$ cat config.mk
export PLATFORM = sky130hd
export DESIGN_NAME = huffman_grp_detect
export DESIGN_NICKNAME = d
export VERILOG_FILES = /design/src/rtl/huffman_grp_detect.sv
export SDC_FILE = /design/constraint.sdc
export NUM_CORES = 1
export LEC_CHECK = 0
export CAP_MARGIN = 5
export CORE_MARGIN = 8
export CORE_UTILIZATION = 53
export DETAILED_ROUTE_END_ITERATION = 6
export PLACE_DENSITY = 0.86
export SYNTH_ARGS = -nofsm -noshare
export SYNTH_HDL_FRONTEND = slang
export SYNTH_SLANG_ARGS = --single-unit
$ cat constraint.sdc
create_clock -name clk -period 4.9 [get_ports clk]
set_clock_uncertainty 0.1 [all_clocks]
set_input_delay 1.47 -clock clk [delete_from_list [all_inputs] [get_ports clk]]
set_output_delay 1.47 -clock clk [all_outputs]
set_load 0.005 [all_outputs]
$ cat src/rtl/huffman_grp_detect.sv
// Huffman group detector: per-code-width lookup table mapping a C_W-bit code to its decoded symbol.
// Latency: lookup is combinational (zero cycles); table writes/clears are visible the cycle after the edge.
// Backpressure: none; every cycle is a lookup cycle and configuration may run concurrently.
//
// Ports:
//   clk          - single clock, all state updates on the rising edge
//   rst          - asynchronous active-low reset, clears every entry and symbol
//   d_conf       - symbol to store on a configuration write
//   h_conf       - right-aligned Huffman code used as the table index
//   w_conf       - code width of the configuration word; only C_W writes land here
//   en_conf      - configuration write strobe
//   new_conf     - synchronous clear of all valid flags, wins over a simultaneous write
//   d2check      - candidate code to look up
//   code_matched - d2check addresses a valid entry
//   data_encoded - stored symbol for d2check, zero when not matched
module huffman_grp_detect #(
  parameter int NUM_OF_CHARS = 4,
  parameter int D_W          = 8,
  parameter int C_W          = 2
) (
  input  logic           clk,
  input  logic           rst,
  input  logic [D_W-1:0] d_conf,
  input  logic [D_W-1:0] h_conf,
  input  logic [D_W-1:0] w_conf,
  input  logic           en_conf,
  input  logic           new_conf,
  input  logic [C_W-1:0] d2check,
  output logic           code_matched,
  output logic [D_W-1:0] data_encoded
);

  logic [D_W-1:0]          sym [NUM_OF_CHARS];
  logic [NUM_OF_CHARS-1:0] valid;
  logic                    wr;

  // Full-width compares: a wider group's code whose low bits alias an index here
  // must not land in this table, and neither may an out-of-range index.
  assign wr = en_conf && !new_conf
           && (w_conf == D_W'(C_W))
           && (h_conf < D_W'(NUM_OF_CHARS));

  always_ff @(posedge clk or negedge rst) begin
    if (!rst) begin
      valid <= '0;
      for (int i = 0; i < NUM_OF_CHARS; i++) begin
        sym[i] <= '0;
      end
    end else if (new_conf) begin
      valid <= '0;
    end else if (wr) begin
      for (int i = 0; i < NUM_OF_CHARS; i++) begin
        if (h_conf == D_W'(i)) begin
          sym[i]   <= d_conf;
          valid[i] <= 1'b1;
        end
      end
    end
  end

  // Codes at or above NUM_OF_CHARS never match any entry, so they fall out as zero.
  always_comb begin
    code_matched = 1'b0;
    data_encoded = '0;
    for (int i = 0; i < NUM_OF_CHARS; i++) begin
      if ((d2check == C_W'(i)) && valid[i]) begin
        code_matched = 1'b1;
        data_encoded = sym[i];
      end
    end
  end

endmodule

==> metrics.yaml <==
leakage_nw: 1.06
ys_seq_area_frac: 0.538
finalSetupTns_ns: 0
synthesis.nets: 155
start_util: 0.553
dpl.cell_count: 209
cp-end-kind: "primary output"
rsz0062_at_grt: "false"
p_total_w: 0.000655
slew_violations: 0
drt_pre_antenna_iters: 4
synth_edf_count: 0
pwr_density_cell_nw_per_um2: 288
grt_pass1_wl_um: 6750
yosysTopAreaCellShare: 0.538
antennaDiodeCount: 0
cp_cell_sequence: "dlygate4sd2_1 -> nor3b_1 -> buf_4 -> a221oi_1 -> o21ai_1 -> clkdlybuf4s50_1"
drive_gt1_frac: 0.335
synth_cells: 125
fin_util: 0.751
grt_pass1_vias: 1355
port_buffers: 38
hold_path_startpoint: "sym[11]"
cp.required_ns: 3.33
async_reset_ff_frac: 1.00
hold_viol: 0
fillCellCount: 195
worst_path_max_delay_cell: "clkdlybuf4s50_1"
first_iter_violations: 62
cts.clk_slew.worst_paths_ns: 0.13
clockBufferDepth: 2
cp-start-kind: "input pin"
vdd_ir_drop_max_v: 0.000256
status: "completed"
place_congestion: 0.742
htree_levels: 2
nets: 202
synth_cell_types: 23
track_usage: 0.173
die_y_um: 72.2
seq_area_sq_um: 901
multi_input_area_sq_um: 768
vias_per_cell: 5.59
overflow: 0
root_buffer: "clkbuf_4"
hold_ws_ns: 0.414
ios: 39
relSlewSlack: 0.593
fin_cells: 217
worst_slew_pin_slew_ns: 0.610
post_drt_wl_per_cell_um: 19.5
syn_to_final_growth_pct: 35.8
syn_avg_cell_area_sq_um: 13.4
row_count: 20
cts_sinks: 36
slowest_delay_ns: 0.56
cts_made_buffers: 5
final_cell_mix: "clkdlybuf4s50_1, dfrtp_1, mux2_2"
ys_top_cells_by_area: "dfrtp_1, mux2_2, a221oi_1"
cts_tree: "built"
antenna_found_initial: 0
finalCritPeriodShare: 0.946
critPathLaunch: "d2check[1]"
core_sq_um: 3030
crit_arrival_ns: 3.06
synth_seq_cells: 36
crit_fanout: 8
synth_ff_type: "dfrtp_1"
path_class: "in -> out"
clock_latency_ns: 0.36
fmax_mhz: 216
final.min_clock_period_ns: 4.63
maxCapViolations: 0
yosysTopAreaCell: "dfrtp_1"
vias: 1213
reg2reg_slack_ns: 4.00
drc_errors: 0
ctsHoldBuffers: 0
die_area_sq_um: 5220
r2r-start: "sym[28]"
die_w_um: 72.2
yosysWarnings: 0
grt_max_degree: 37
setup_viol_count_final: 0
ant_nets: 0
syn_area_sq_um: 1680
wl_um: 4240
min_path_type: "reg -> reg"
==> layout make-up <==
cell class / instances / share of cell area
Tap cell: 44 / 0.0242
Clock buffer: 5 / 0.0165
Clock inverter: 3 / 0.0396
Inverter: 1 / 0.00165
Sequential cell: 36 / 0.396
Timing Repair Buffer: 43 / 0.184
Multi-Input combinational cell: 85 / 0.338
==> per-layer routing <==
layer	part of all wire	GRT usage
met1	0.41	0.191
met2	0.53	0.300
met3	0.050	0.0565
met4	0.013	0.0658
met5	0	0
==> logic make-up (layout without fill, tap and decap cells) <==
logic type,count (synthesis),count (layout),synth area share
flip-flops,36,36,0.538
AO/OA/AOI/OAI,20,20,0.0866
multiplexers,33,33,0.229
buffers and inverters,4,52,0.00896
AND/OR/NAND/NOR,32,32,0.138
==> what timing repair did <==
action,CTS,global route
buffers inserted,0,0
pin swaps,0,1
endpoints found under the setup margin,8,3
resized for setup,4,5
==> flip-flops by register name, indices dropped and copies added (netlist names) <==
| signal | flops |
|---|---|
| sym | 32 |
| valid | 4 |
==> synthesized netlist by cell type, types with 2 or more instances <==
master    count
clkbuf_1      2
nor4_2        2
o21ba_2       3
nand2_1       9
nor3b_4       2
nor2_1        9
mux2_2       31
and3_1        2
o21ai_0       8
dfrtp_1      36
nor4b_2       2
a221oi_1      8
==> worst max-delay path: cells and delay by family <==
| kind | cells | cell delay, ns |
|---|---|---|
| buf+inv | 3 | 1.08 |
| compound gates | 2 | 0.30 |
| simple gates | 1 | 0.23 |
==> report_power, final <==
group           total, W  switching (W)  internal (W)
Sequential      0.000297   0.0000000268      0.000297
Combinational  0.0000398      0.0000160     0.0000238
Clock           0.000318       0.000108      0.000210
==> per-stage QoR <==
step                      worst slack (ns)  area (sq um)
after detailed placement            -0.217          2140
after global routing                 0.160          2270
after CTS                           0.0581          2270
after floorplan                      0.778          1680
final                                0.266          2270
after global placement              -0.103          2140
==> final timing paths <==
path	to	cells after the start
min in group asynchronous	sym[27]	2
max in group asynchronous	sym[26]	2
max reg2reg	sym[28]	1
min	sym[11]	1
max	data_encoded[3]	6
min reg2reg	sym[11]	1
Power figures use the tool's default switching activity.
